$ cat src/rtl/psram_wr_buf_if.sv
// psram_wr_buf_if: bundles the burst command, the write-beat channel, the
// core transfer channel and the status outputs of psram_wr_buf.
// Handshakes: a write beat moves on a rising edge with wr_valid_i && wr_ready_o,
// and a core request is taken on a rising edge with xfer_valid_o && xfer_ready_i.
// The sender keeps valid and its payload steady until that edge. xfer_done_i is
// a one-cycle completion strobe for the single request in flight.
interface psram_wr_buf_if #(
    parameter int DEPTH      = 8,
    parameter int DATA_WIDTH = 64,
    parameter int MASK_WIDTH = 8
);
    localparam int LEVEL_W = $clog2(DEPTH) + 1;

    logic                  start_i;
    logic [31:0]           addr_i;
    logic [7:0]            len_i;
    logic                  wr_valid_i;
    logic                  wr_ready_o;
    logic [DATA_WIDTH-1:0] wr_data_i;
    logic [MASK_WIDTH-1:0] wr_mask_i;
    logic                  wr_last_i;
    logic                  xfer_valid_o;
    logic                  xfer_ready_i;
    logic                  xfer_done_i;
    logic [31:0]           xfer_addr_o;
    logic [DATA_WIDTH-1:0] xfer_data_o;
    logic [MASK_WIDTH-1:0] xfer_mask_o;
    logic                  done_o;
    logic                  err_o;
    logic                  busy_o;
    logic [LEVEL_W-1:0]    level_o;
    logic [1:0]            state_o;

    modport master (
        output start_i, addr_i, len_i, wr_valid_i, wr_data_i, wr_mask_i, wr_last_i,
        output xfer_ready_i, xfer_done_i,
        input  wr_ready_o, xfer_valid_o, xfer_addr_o, xfer_data_o, xfer_mask_o,
        input  done_o, err_o, busy_o, level_o, state_o
    );

    modport slave (
        input  start_i, addr_i, len_i, wr_valid_i, wr_data_i, wr_mask_i, wr_last_i,
        input  xfer_ready_i, xfer_done_i,
        output wr_ready_o, xfer_valid_o, xfer_addr_o, xfer_data_o, xfer_mask_o,
        output done_o, err_o, busy_o, level_o, state_o
    );
endinterface

$ cat src/rtl/psram_wr_buf.sv
// psram_wr_buf: queues the beats of one AXI write burst, issues one core
// transfer per beat at an incrementing address and pulses done_o after the
// last completion. state_o exposes the FSM state for debug.
// Optional feature macro PSRAM_WR_BUF_SKIP_EMPTY_EN: when defined, head beats
// with an all-zero byte mask are retired without a core transfer.
module psram_wr_buf #(
    parameter int DEPTH      = 8,
    parameter int DATA_WIDTH = 64,
    parameter int MASK_WIDTH = DATA_WIDTH / 8
) (
    input logic           clk_i,
    input logic           rst_n_i,
    psram_wr_buf_if.slave bus
);
    localparam int                 PTR_W      = $clog2(DEPTH);
    localparam int                 LEVEL_W    = PTR_W + 1;
    localparam logic [LEVEL_W-1:0] LEVEL_FULL = LEVEL_W'(DEPTH);

    typedef enum logic [1:0] {
        ST_IDLE = 2'd0,
        ST_RUN  = 2'd1,
        ST_RESP = 2'd2
    } state_e;

    state_e                state_q, state_d;
    logic [31:0]           cur_addr_q, cur_addr_d;
    logic [7:0]            len_q, len_d;
    logic [8:0]            acc_cnt_q, acc_cnt_d;
    logic [8:0]            done_cnt_q, done_cnt_d;
    logic                  err_q, err_d;
    logic                  inflight_q, inflight_d;
    logic [PTR_W-1:0]      wr_ptr_q, wr_ptr_d;
    logic [PTR_W-1:0]      rd_ptr_q, rd_ptr_d;
    logic [LEVEL_W-1:0]    level_q, level_d;

    // Beat storage is plain registers without reset; the pointers and level
    // decide which entries are meaningful.
    logic [DATA_WIDTH-1:0] data_mem [DEPTH];
    logic [MASK_WIDTH-1:0] mask_mem [DEPTH];

    logic                  run;
    logic                  fifo_empty;
    logic                  fifo_full;
    logic                  present_ok;
    logic                  skip_pop;
    logic                  wr_ready;
    logic                  xfer_valid;
    logic                  push;
    logic                  pop;
    logic [DATA_WIDTH-1:0] head_data;
    logic [MASK_WIDTH-1:0] head_mask;

    // Handshake qualifiers; write readiness is decided before any pop this cycle
    always_comb begin
        run        = (state_q == ST_RUN);
        fifo_empty = (level_q == '0);
        fifo_full  = (level_q == LEVEL_FULL);
        head_data  = data_mem[rd_ptr_q];
        head_mask  = mask_mem[rd_ptr_q];
`ifdef PSRAM_WR_BUF_SKIP_EMPTY_EN
        present_ok = (head_mask != '0);
        skip_pop   = run && !fifo_empty && !inflight_q && (head_mask == '0);
`else
        present_ok = 1'b1;
        skip_pop   = 1'b0;
`endif
        wr_ready   = run && !fifo_full && (acc_cnt_q <= {1'b0, len_q});
        push       = wr_ready && bus.wr_valid_i;
        xfer_valid = run && !fifo_empty && !inflight_q && present_ok;
        pop        = run && ((inflight_q && bus.xfer_done_i) || skip_pop);
    end

    // FSM next state plus counter, pointer and flag updates
    always_comb begin
        state_d    = state_q;
        cur_addr_d = cur_addr_q;
        len_d      = len_q;
        acc_cnt_d  = acc_cnt_q;
        done_cnt_d = done_cnt_q;
        err_d      = err_q;
        inflight_d = inflight_q;
        wr_ptr_d   = wr_ptr_q;
        rd_ptr_d   = rd_ptr_q;
        level_d    = level_q;

        unique case (state_q)
            ST_IDLE: begin
                if (bus.start_i) begin
                    state_d    = ST_RUN;
                    cur_addr_d = bus.addr_i;
                    len_d      = bus.len_i;
                    acc_cnt_d  = '0;
                    done_cnt_d = '0;
                    err_d      = 1'b0;
                    inflight_d = 1'b0;
                    wr_ptr_d   = '0;
                    rd_ptr_d   = '0;
                    level_d    = '0;
                end
            end
            ST_RUN: begin
                if (push) begin
                    wr_ptr_d  = wr_ptr_q + PTR_W'(1);
                    acc_cnt_d = acc_cnt_q + 9'd1;
                    // A misplaced wlast is flagged but the beat is still kept
                    if (bus.wr_last_i != (acc_cnt_q == {1'b0, len_q})) begin
                        err_d = 1'b1;
                    end
                end
                if (xfer_valid && bus.xfer_ready_i) begin
                    inflight_d = 1'b1;
                end
                if (pop) begin
                    rd_ptr_d   = rd_ptr_q + PTR_W'(1);
                    cur_addr_d = cur_addr_q + 32'd8;
                    done_cnt_d = done_cnt_q + 9'd1;
                    inflight_d = 1'b0;
                    if (done_cnt_q == {1'b0, len_q}) begin
                        state_d = ST_RESP;
                    end
                end
                case ({push, pop})
                    2'b10:   level_d = level_q + LEVEL_W'(1);
                    2'b01:   level_d = level_q - LEVEL_W'(1);
                    default: level_d = level_q;
                endcase
            end
            ST_RESP: begin
                state_d = ST_IDLE;
            end
            default: begin
                state_d = ST_IDLE;
            end
        endcase
    end

    // State and control registers with synchronous active-low reset
    always_ff @(posedge clk_i) begin
        if (!rst_n_i) begin
            state_q    <= ST_IDLE;
            cur_addr_q <= '0;
            len_q      <= '0;
            acc_cnt_q  <= '0;
            done_cnt_q <= '0;
            err_q      <= 1'b0;
            inflight_q <= 1'b0;
            wr_ptr_q   <= '0;
            rd_ptr_q   <= '0;
            level_q    <= '0;
        end else begin
            state_q    <= state_d;
            cur_addr_q <= cur_addr_d;
            len_q      <= len_d;
            acc_cnt_q  <= acc_cnt_d;
            done_cnt_q <= done_cnt_d;
            err_q      <= err_d;
            inflight_q <= inflight_d;
            wr_ptr_q   <= wr_ptr_d;
            rd_ptr_q   <= rd_ptr_d;
            level_q    <= level_d;
        end
    end

    // Beat storage write port
    always_ff @(posedge clk_i) begin
        if (push) begin
            data_mem[wr_ptr_q] <= bus.wr_data_i;
            mask_mem[wr_ptr_q] <= bus.wr_mask_i;
        end
    end

    // The head entry stays put until it is popped, so the transfer payload is
    // stable while a request is offered or in flight. An empty FIFO shows zero.
    assign bus.wr_ready_o   = wr_ready;
    assign bus.xfer_valid_o = xfer_valid;
    assign bus.xfer_addr_o  = cur_addr_q;
    assign bus.xfer_data_o  = fifo_empty ? '0 : head_data;
    assign bus.xfer_mask_o  = fifo_empty ? '0 : head_mask;
    assign bus.done_o       = (state_q == ST_RESP);
    assign bus.err_o        = err_q;
    assign bus.busy_o       = (state_q != ST_IDLE);
    assign bus.level_o      = level_q;
    assign bus.state_o      = state_q;
endmodule
$ cat src/flat_wrapper.sv
// flat-port wrapper written by rule: the top's interface ports become plain ports
module psram_wr_buf_flat 
#(
    parameter int DEPTH      = 8,
    parameter int DATA_WIDTH = 64,
    parameter int MASK_WIDTH = DATA_WIDTH / 8
)
  (clk_i, rst_n_i, bus_start_i, bus_addr_i, bus_len_i, bus_wr_valid_i, bus_wr_data_i, bus_wr_mask_i, bus_wr_last_i, bus_xfer_ready_i, bus_xfer_done_i, bus_wr_ready_o, bus_xfer_valid_o, bus_xfer_addr_o, bus_xfer_data_o, bus_xfer_mask_o, bus_done_o, bus_err_o, bus_busy_o, bus_level_o, bus_state_o);
  psram_wr_buf_if #(.DEPTH(DEPTH), .DATA_WIDTH(DATA_WIDTH), .MASK_WIDTH(MASK_WIDTH)) bus_i ();
  input logic clk_i;
  input logic rst_n_i;
  input wire logic [$bits(bus_i.start_i)-1:0] bus_start_i;
  input wire logic [$bits(bus_i.addr_i)-1:0] bus_addr_i;
  input wire logic [$bits(bus_i.len_i)-1:0] bus_len_i;
  input wire logic [$bits(bus_i.wr_valid_i)-1:0] bus_wr_valid_i;
  input wire logic [$bits(bus_i.wr_data_i)-1:0] bus_wr_data_i;
  input wire logic [$bits(bus_i.wr_mask_i)-1:0] bus_wr_mask_i;
  input wire logic [$bits(bus_i.wr_last_i)-1:0] bus_wr_last_i;
  input wire logic [$bits(bus_i.xfer_ready_i)-1:0] bus_xfer_ready_i;
  input wire logic [$bits(bus_i.xfer_done_i)-1:0] bus_xfer_done_i;
  output wire logic [$bits(bus_i.wr_ready_o)-1:0] bus_wr_ready_o;
  output wire logic [$bits(bus_i.xfer_valid_o)-1:0] bus_xfer_valid_o;
  output wire logic [$bits(bus_i.xfer_addr_o)-1:0] bus_xfer_addr_o;
  output wire logic [$bits(bus_i.xfer_data_o)-1:0] bus_xfer_data_o;
  output wire logic [$bits(bus_i.xfer_mask_o)-1:0] bus_xfer_mask_o;
  output wire logic [$bits(bus_i.done_o)-1:0] bus_done_o;
  output wire logic [$bits(bus_i.err_o)-1:0] bus_err_o;
  output wire logic [$bits(bus_i.busy_o)-1:0] bus_busy_o;
  output wire logic [$bits(bus_i.level_o)-1:0] bus_level_o;
  output wire logic [$bits(bus_i.state_o)-1:0] bus_state_o;
  assign bus_i.start_i = bus_start_i;
  assign bus_i.addr_i = bus_addr_i;
  assign bus_i.len_i = bus_len_i;
  assign bus_i.wr_valid_i = bus_wr_valid_i;
  assign bus_i.wr_data_i = bus_wr_data_i;
  assign bus_i.wr_mask_i = bus_wr_mask_i;
  assign bus_i.wr_last_i = bus_wr_last_i;
  assign bus_i.xfer_ready_i = bus_xfer_ready_i;
  assign bus_i.xfer_done_i = bus_xfer_done_i;
  assign bus_wr_ready_o = bus_i.wr_ready_o;
  assign bus_xfer_valid_o = bus_i.xfer_valid_o;
  assign bus_xfer_addr_o = bus_i.xfer_addr_o;
  assign bus_xfer_data_o = bus_i.xfer_data_o;
  assign bus_xfer_mask_o = bus_i.xfer_mask_o;
  assign bus_done_o = bus_i.done_o;
  assign bus_err_o = bus_i.err_o;
  assign bus_busy_o = bus_i.busy_o;
  assign bus_level_o = bus_i.level_o;
  assign bus_state_o = bus_i.state_o;
  psram_wr_buf #(.DEPTH(DEPTH), .DATA_WIDTH(DATA_WIDTH), .MASK_WIDTH(MASK_WIDTH)) u_core (.clk_i(clk_i), .rst_n_i(rst_n_i), .bus(bus_i));
endmodule
$ cat config.mk
export PLATFORM = sky130hd
export DESIGN_NAME = psram_wr_buf_flat
export DESIGN_NICKNAME = d
export VERILOG_FILES = /design/src/rtl/psram_wr_buf_if.sv /design/src/rtl/psram_wr_buf.sv /design/src/flat_wrapper.sv
export SDC_FILE = /design/constraint.sdc
export NUM_CORES = 1
export LEC_CHECK = 0
export ABC_AREA = 1
export BUFFER_PORTS_ARGS = -buffer_cell sky130_fd_sc_hd__buf_2
export CORE_UTILIZATION = 50
export CTS_CLUSTER_SIZE = 10
export DETAILED_ROUTE_END_ITERATION = 8
export PLACE_DENSITY_LB_ADDON = 0.25
export SLEW_MARGIN = 5
export SYNTH_ARGS = -nofsm -noshare
export SYNTH_HDL_FRONTEND = slang
export SYNTH_SLANG_ARGS = --single-unit
$ cat constraint.sdc
create_clock -name clk_i -period 8.8 [get_ports clk_i]
set_input_delay 2.2 -clock clk_i [delete_from_list [all_inputs] [get_ports clk_i]]
set_output_delay 2.2 -clock clk_i [all_outputs]
set_load 0.02 [all_outputs]
[Yosys cells after proc, flatten, opt, wreduce, memory -nomap -nowiden]
Memory sizes are Yosys's and may differ from the RTL's. A register that Yosys moved wholly into a read port is not among the register bits.
Cells that the tools add are included.
Widths: inputs -> output; s select.
Word-level totals
  input bits: 119
  memories: 2
  RAM bits: 576
  output and inout port bits: 115
  flip-flop bits (word level): 72
  logic and storage cells: 92
Operators by class
  order comparisons: 1
  multiplexer cells: 35
  add/subtract/negate cells: 7
  eq/ne operators: 15
  reduce and logical (&&, ||, !) cells: 22
Memory list
  u_core.data_mem: depth 8, bits a word 64, rd ports 1, clocked after memory_dff 1, wr ports 1, RTL line psram_wr_buf.sv:38  | logic [DATA_WIDTH-1:0] data_mem [DEPTH];
  u_core.mask_mem: depth 8, bits a word 8, rd ports 1, clocked after memory_dff 1, wr ports 1, RTL line psram_wr_buf.sv:39  | logic [MASK_WIDTH-1:0] mask_mem [DEPTH];
Operators with widths (count)
  $mux 32: 2
  $mux 64: 1
  $pmux 32 s2: 1
  $pmux 9 s2: 2
  $add 32x4->32 const B: 1
  $mux 9: 3
  $mux 3: 7
  $add 9x1->9 const B: 2
  $eq 9x8->1: 2
  $pmux 4 s2: 2
  $reduce_and 3->1: 5
  $pmux 3 s2: 2
  $ne 2x2->1 const B: 5
  $le 9x8->1: 1
  $logic_and 1x1->1: 8
  $mux 8: 1
  $mux 1: 7
  $add 3x1->3 const B: 2
  $mux 2: 3
  $ne 3x3->1 const B: 2
  $add 4x1->4 const B: 1
  $eq 2x1->1 const B: 2
  $eq 2x2->1 const B: 2
  $eq 4x4->1 const B: 1
  other kinds (11): 15

[Longest topological paths before layout]
Gate-level depths: netlist of the first run.
  depth after elaboration: 8
  mapped depth: 17
  mapped depth without buffers: 17

[Worst setup path after synthesis of the first run]
Ideal clock, no wire load.
  kind: input-to-reg
  start: in bus_wr_valid_i
  end: mem u_core.data_mem[5][0] (enable)
  stages: 2
  arrival time: 7.230 ns
  path slack: 0.979 ns
  required time: 8.209 ns
  setup time: 0.591 ns
  buffers on the path: 0
  cell sequence: nand3_4 > nor3_1
On the way
  cells in the longest elaborated chain, start to end: 3
Ends and longest elaborated chain
  from (decl): RTL line flat_wrapper.sv:15  | input wire logic [$bits(bus_i.wr_valid_i)-1:0] bus_wr_valid_i;
  $logic_and 1x1->1: RTL line psram_wr_buf.sv:68  | push = wr_ready && bus.wr_valid_i;
  $mux 1: RTL line psram_wr_buf.sv:166  | if (push) begin
  $mux 1 (not written as such): RTL line psram_wr_buf.sv:167  | data_mem[wr_ptr_q] <= bus.wr_data_i;
  to (decl): RTL line psram_wr_buf.sv:38
Every way passes these cells.

==> metrics.txt, run 1 <==
Yosys reg bits=651; synth top area cells=edfxtp_1 (65%), nor2_1 (7.5%), o21ai_0 (7.1%); most frequent cells in the layout=edfxtp_1 (576), nor2_1 (530), o21ai_0 (380), buf_2 (233), nand2_1 (180); dpl ws=3400 ps; I/O pin total=234; post-DR vias/cell=5.73; row count=84; Routability Congestion=0.919; top-area cell type share of the netlist area=0.647; Gate power share=0.103; Final TNS setup=0 ps; GRT overflow=0; crit-path max FO=212; sequential-to-total area share from yosys stat=0.703; Slew @ Worst Pin=1180 ps; mapped cell area=26700 sq um; initial antenna violation count=7; Net Switching=1.73 mW; # hold bufs at CTS=0; Detail Placement HPWL=34900 um; Final Skew=17.8 ps; first-pass GRT wire length=101000 um; Final Routed Wirelength=66300 um; RSZ-0062 raised after global routing=false; GRT Total Usage=0.242; worst hold path stage count=2; outcome=finished, final reports clean; Flop pwr share=0.504; # H-tree levels=3; clk slew on worst S/H paths=50 ps; Max Slew Vio Count=0; DRT Pass-1 Iters=5; initial DRC count=1736; Root Driver=clkbuf_16; internal power=5.26 mW; Via Count=18.7k; die width=233 um; clk buf depth=3; final hold vios=0; Post-synth top flop=edfxtp_1; worst skew pair latency=600 ps; PnR worst setup slack=2690 ps; Setup crit start kind=flip-flop; Starting Density=0.508; yosys warns=0; WHS=457 ps; Worst EP required=6600 ps; die height=233 um; max incr delay on CP=760 ps; Syn Area/Cell=11.4 sq um; Final Setup Violations=0; type of the tightest min-delay check=flip-flop to flip-flop; commonest non-fill, non-tap cell in the layout=edfxtp_1; clock sinks=651; CTS resizes=0; Reg2Reg Depth=9; IO buf count=233; fillers=4310; DRC Markers=0; Final ANT Viol Nets=0; Max Freq=164 MHz; Post-synth EDFFs=576; leak pwr=10.7 nW; layout cells sized above 1=0.147; Nets=2677; syn nets=2486; Area Overhead vs Synth=14.0%; VDD IR-drop max=197 uV; period utilization=0.695; Mapped Cells=2350; max-cap violations=0; slowest stage cell, crit path=inv_8; largest net degree at the start of global routing=228; Synth area leader=edfxtp_1; PwrDens=229 nW/um^2; min Tclk post-route=6110 ps; crit path DAT=3910 ps; power consumption=6.98 mW; Yosys cell types=46; Die ar.=54400 sq um; Switching Share=0.247; Synth async-reset ratio=0; fin util=0.579; Core ar.=52700 sq um; clock share of power=0.393; crit end category=output pin; wire per inst=20.4 um; CTS buffer count=76; Setup Fix Bufs, Post-CTS=0; Cell Chain, Critical Path=inv_8 -> buf_4 -> o21ai_0 -> o22ai_1 -> o21ai_1 -> a31oi_1 -> buf_2; vias in the first global route=17.9k; Worst slew margin=0.214; critical setup path kind=flip-flop to output pin; CTS tree=yes
[metrics by stage]
step | area, sq um | cells
after floorplan | 26700 | 2350
after detailed placement | 28400 | 3151
final | 30500 | 3258
after global placement | 28400 | 3151
after global routing | 30500 | 3257
after CTS | 30500 | 3255
[worst max-delay path, delay by kind of cell, from the launching register on]
family,cells,cell delay [ps]
buffers and inverters,3,1690
flip-flops,1,540
AO/OA/AOI/OAI,4,720
[cell families after synthesis]
| kind of cell | Yosys count | synth area share |
|---|---|---|
| AND/OR/NAND/NOR | 822 | 0.124 |
| adder cells (fa/ha/maj) | 17 | 0.00824 |
| XOR/XNOR | 9 | 0.00295 |
| AO/OA/AOI/OAI | 632 | 0.127 |
| buffers and inverters | 219 | 0.0346 |
| flip-flops | 651 | 0.703 |
[synthesized netlist by cell type, drive strengths merged, types with 3 or more instances]
cell    count
nor3       22
xor2        5
nor2      536
clkinv      3
edfxtp    576
dfxtp      75
a211oi      4
o22ai      76
o21ai     409
nand2     188
a31oi      74
ha         16
buf        48
a21oi      60
inv        74
nand3b      6
nand4       8
clkbuf     94
or2         7
nand3      53
xnor2       4
[path summary, 6_finish.rpt]
path / start / end / slack, ps
setup / recovery: flip-flop / bus_xfer_data_o[44] / 2690
hold / removal: u_core.bus.err_o / u_core.bus.err_o / 460
setup reg to reg: u_core.len_q[6] / u_core.data_mem[2][27] / 4690
hold reg to reg: u_core.bus.err_o / u_core.bus.err_o / 460
[per-layer routing]
layer	vias to the layer above	global-route usage	share of wire	wire length [um]
met5	-	0	0.00086	57
met4	10	0.0784	0.024	1580
met3	121	0.0521	0.071	4690
met2	631	0.390	0.48	31800
met1	9133	0.328	0.42	28200
li1	8779	-	-	-
[cell type report]
class	instances	area, sq um	share of cell area
Antenna cell	3	7.51	0.000246
Clock buffer	97	2020	0.0663
Clock inverter	7	73.8	0.00242
Inverter	77	303	0.00993
Multi-Input combinational cell	1480	7060	0.232
Sequential cell	651	18800	0.617
Tap cell	688	861	0.0282
Timing Repair Buffer	255	1340	0.0441
[power groups by stage]
stage	Combinational, mW	Sequential (mW)	Clock, mW
after floorplan	0.485	3.58	0
after global placement	0.698	3.58	0
after detailed placement	0.717	3.58	0
after CTS	0.720	3.52	2.79
after global routing	0.807	3.53	2.90
final	0.718	3.52	2.74
[state kept, by name, summed over array words and instances, names as in the netlist, 2 cells and up, named ones only]
register	flops
u_core.rd_ptr_q	3
u_core.mask_mem	64
u_core.wr_ptr_q	3
u_core.len_q	8
u_core.bus.level_o	4
u_core.acc_cnt_q	9
u_core.data_mem	512
u_core.bus.state_o	2
u_core.done_cnt_q	9
u_core.bus.xfer_addr_o	32
(Power assumes the default switching activity.)
==> run 2, diff against run 1 <==
==> constraint.sdc (replaced) <==
create_clock -name clk_i -period 5.82 [get_ports clk_i]
set_input_delay 1.455 -clock clk_i [delete_from_list [all_inputs] [get_ports clk_i]]
set_output_delay 1.455 -clock clk_i [all_outputs]
set_load 0.02 [all_outputs]
==> metrics.txt, run 2 (synthesis gave the netlist of run 1 again) <==
Biggest register=u_core.data_mem; Final ANT Viol Nets=0 (unchanged); clk buf depth=3 (unchanged); RSZ-0062 raised after global routing=false; Cell Chain, Critical Path=buf_4 -> o21ai_0 -> o22ai_1 -> o21ai_0 -> a31oi_1 -> buf_2; layout cells sized above 1=0.151 (+0.00415); Setup crit start kind=flip-flop; Starting Density=0.508 (unchanged); Area Overhead vs Synth=14.8%; GRT Total Usage=0.241 (-0.00134); largest net degree at the start of global routing=170 (-25%); slowest stage cell, crit path=dfxtp_4; Final Routed Wirelength=65900 um (-0.75%); leak pwr=10.8 nW (+0.80%); IO buf count=233 (unchanged); final hold vios=0 (unchanged); row count=84 (unchanged); RR Startpoint=u_core.len_q[4]; GRT overflow=0 (unchanged); VDD IR-drop max=220 uV (+12%); max-cap violations=0 (unchanged); die width=233 um (unchanged); Worst path most repeated cell=o21ai_0; Final Setup Violations=0 (unchanged); Setup Fix Bufs, Post-CTS=0 (unchanged); die height=233 um (unchanged); most frequent cells in the layout=edfxtp_1 (576), nor2_1 (530), o21ai_0 (380), buf_2 (233), nand2_1 (180); min Tclk post-route=4780 ps; PwrDens=347 nW/um^2 (+52%); CTS buffer count=76 (unchanged); Max Freq=209 MHz; DRT Pass-1 Iters=5 (unchanged); dpl ws=1620 ps (-1790 ps); max FFs per register=512 (unchanged); post-DR vias/cell=5.70 (-0.52%); crit-path max FO=72 (-66%); clock sinks=651 (unchanged); Worst EP required=4370 ps (-2230 ps); Core ar.=52700 sq um (unchanged); Via Count=18.6k (-0.15%); first-pass GRT wire length=100000 um (-0.58%); DRC Markers=0 (unchanged); Reg2Reg Depth=9 (unchanged); initial antenna violation count=14 (+7); fillers=4265 (-1.0%); Routability Congestion=0.919 (about the same); Final TNS setup=0 ps (unchanged); PnR worst setup slack=1040 ps (-1650 ps); I/O pin total=234 (unchanged); fin util=0.583 (+0.00385); max incr delay on CP=870 ps (+110 ps); Die ar.=54400 sq um (unchanged); Max Slew Vio Count=0 (unchanged); initial DRC count=1618 (-6.8%); Final Skew=12.9 ps (-4.93 ps); vias in the first global route=17.9k (-0.34%); CTS tree=yes; worst hold path stage count=2 (unchanged); CTS resizes=0 (unchanged); # hold bufs at CTS=0 (unchanged); clk slew on worst S/H paths=60 ps (about the same); Slew @ Worst Pin=947 ps (-232 ps); worst skew pair latency=610 ps (about the same); commonest non-fill, non-tap cell in the layout=edfxtp_1; wire per inst=20.1 um (-1.1%); period utilization=0.822; crit end category=output pin; hold wc startpoint=u_core.bus.xfer_addr_o[2]; Root Driver=clkbuf_16; Nets=2686 (+0.34%); crit path DAT=3330 ps (-580 ps); critical setup path kind=flip-flop to output pin; Worst slew margin=0.368 (+0.155); Detail Placement HPWL=35400 um (+1.5%); # H-tree levels=3 (unchanged); outcome=finished, final reports clean; type of the tightest min-delay check=flip-flop to flip-flop
==> run 2: changes by cell type in the layout (fill, tap and decap cells not counted), moves of 2 or more <==
| cell | delta |
|---|---|
| clkinv_1 | -2 |
| buf_4 | +4 |
| diode_2 | +3 |
| clkbuf_16 | +3 |
| buf_12 | +5 |
==> run 2: worst max-delay path: cells and delay by family, from the launching register on <==
family          cells  cell delay [ps]
buf+inv             2              930
compound gates      4              900
flops               1              870
==> run 2: cell type report <==
class,instances,area [sq um],share of cell area
Tap cell,688,861,0.0281
Antenna cell,6,15.0,0.000489
Sequential cell,651,18800,0.613
Multi-Input combinational cell,1480,7060,0.230
Clock buffer,100,2110,0.0687
Timing Repair Buffer,264,1470,0.0480
Inverter,77,303,0.00987
Clock inverter,4,53.8,0.00175
==> run 2: layer usage <==
layer,GRT usage,part of all wire,vias up,wire length [um]
li1,-,-,8809,-
met1,0.328,0.44,9136,28900
met2,0.384,0.48,567,31300
met3,0.0457,0.063,118,4150
met4,0.0925,0.022,16,1460
met5,0,0.0014,-,95
==> run 2: through the flow <==
| step | hold WS [ps] | std cells | total power [mW] | instance area [sq um] |
|---|---|---|---|---|
| floorplan | 457 | 2350 | 6.15 | 26700 |
| global placement | 443 | 3160 | 6.48 | 28500 |
| detailed placement | 464 | 3160 | 6.51 | 28500 |
| CTS | 476 | 3264 | 10.7 | 30700 |
| global route | 493 | 3270 | 11.0 | 30700 |
| finish | 479 | 3270 | 10.7 | 30700 |
==> run 2: report_power, final <==
part	internal (mW)	total, mW	switching [mW]	leakage, nW
combinational	0.321	1.10	0.776	3.89
clock	2.50	4.24	1.73	1.05
sequential	5.22	5.32	0.101	5.80
total	8.05	10.7	2.61	10.8
==> run 2: final timing paths <==
| check | to | slack, ps |
|---|---|---|
| max reg2reg | u_core.data_mem[6][62] | 2190 |
| min | u_core.bus.xfer_addr_o[2] | 480 |
| max | bus_xfer_mask_o[2] | 1040 |
| min reg2reg | u_core.bus.xfer_addr_o[2] | 480 |
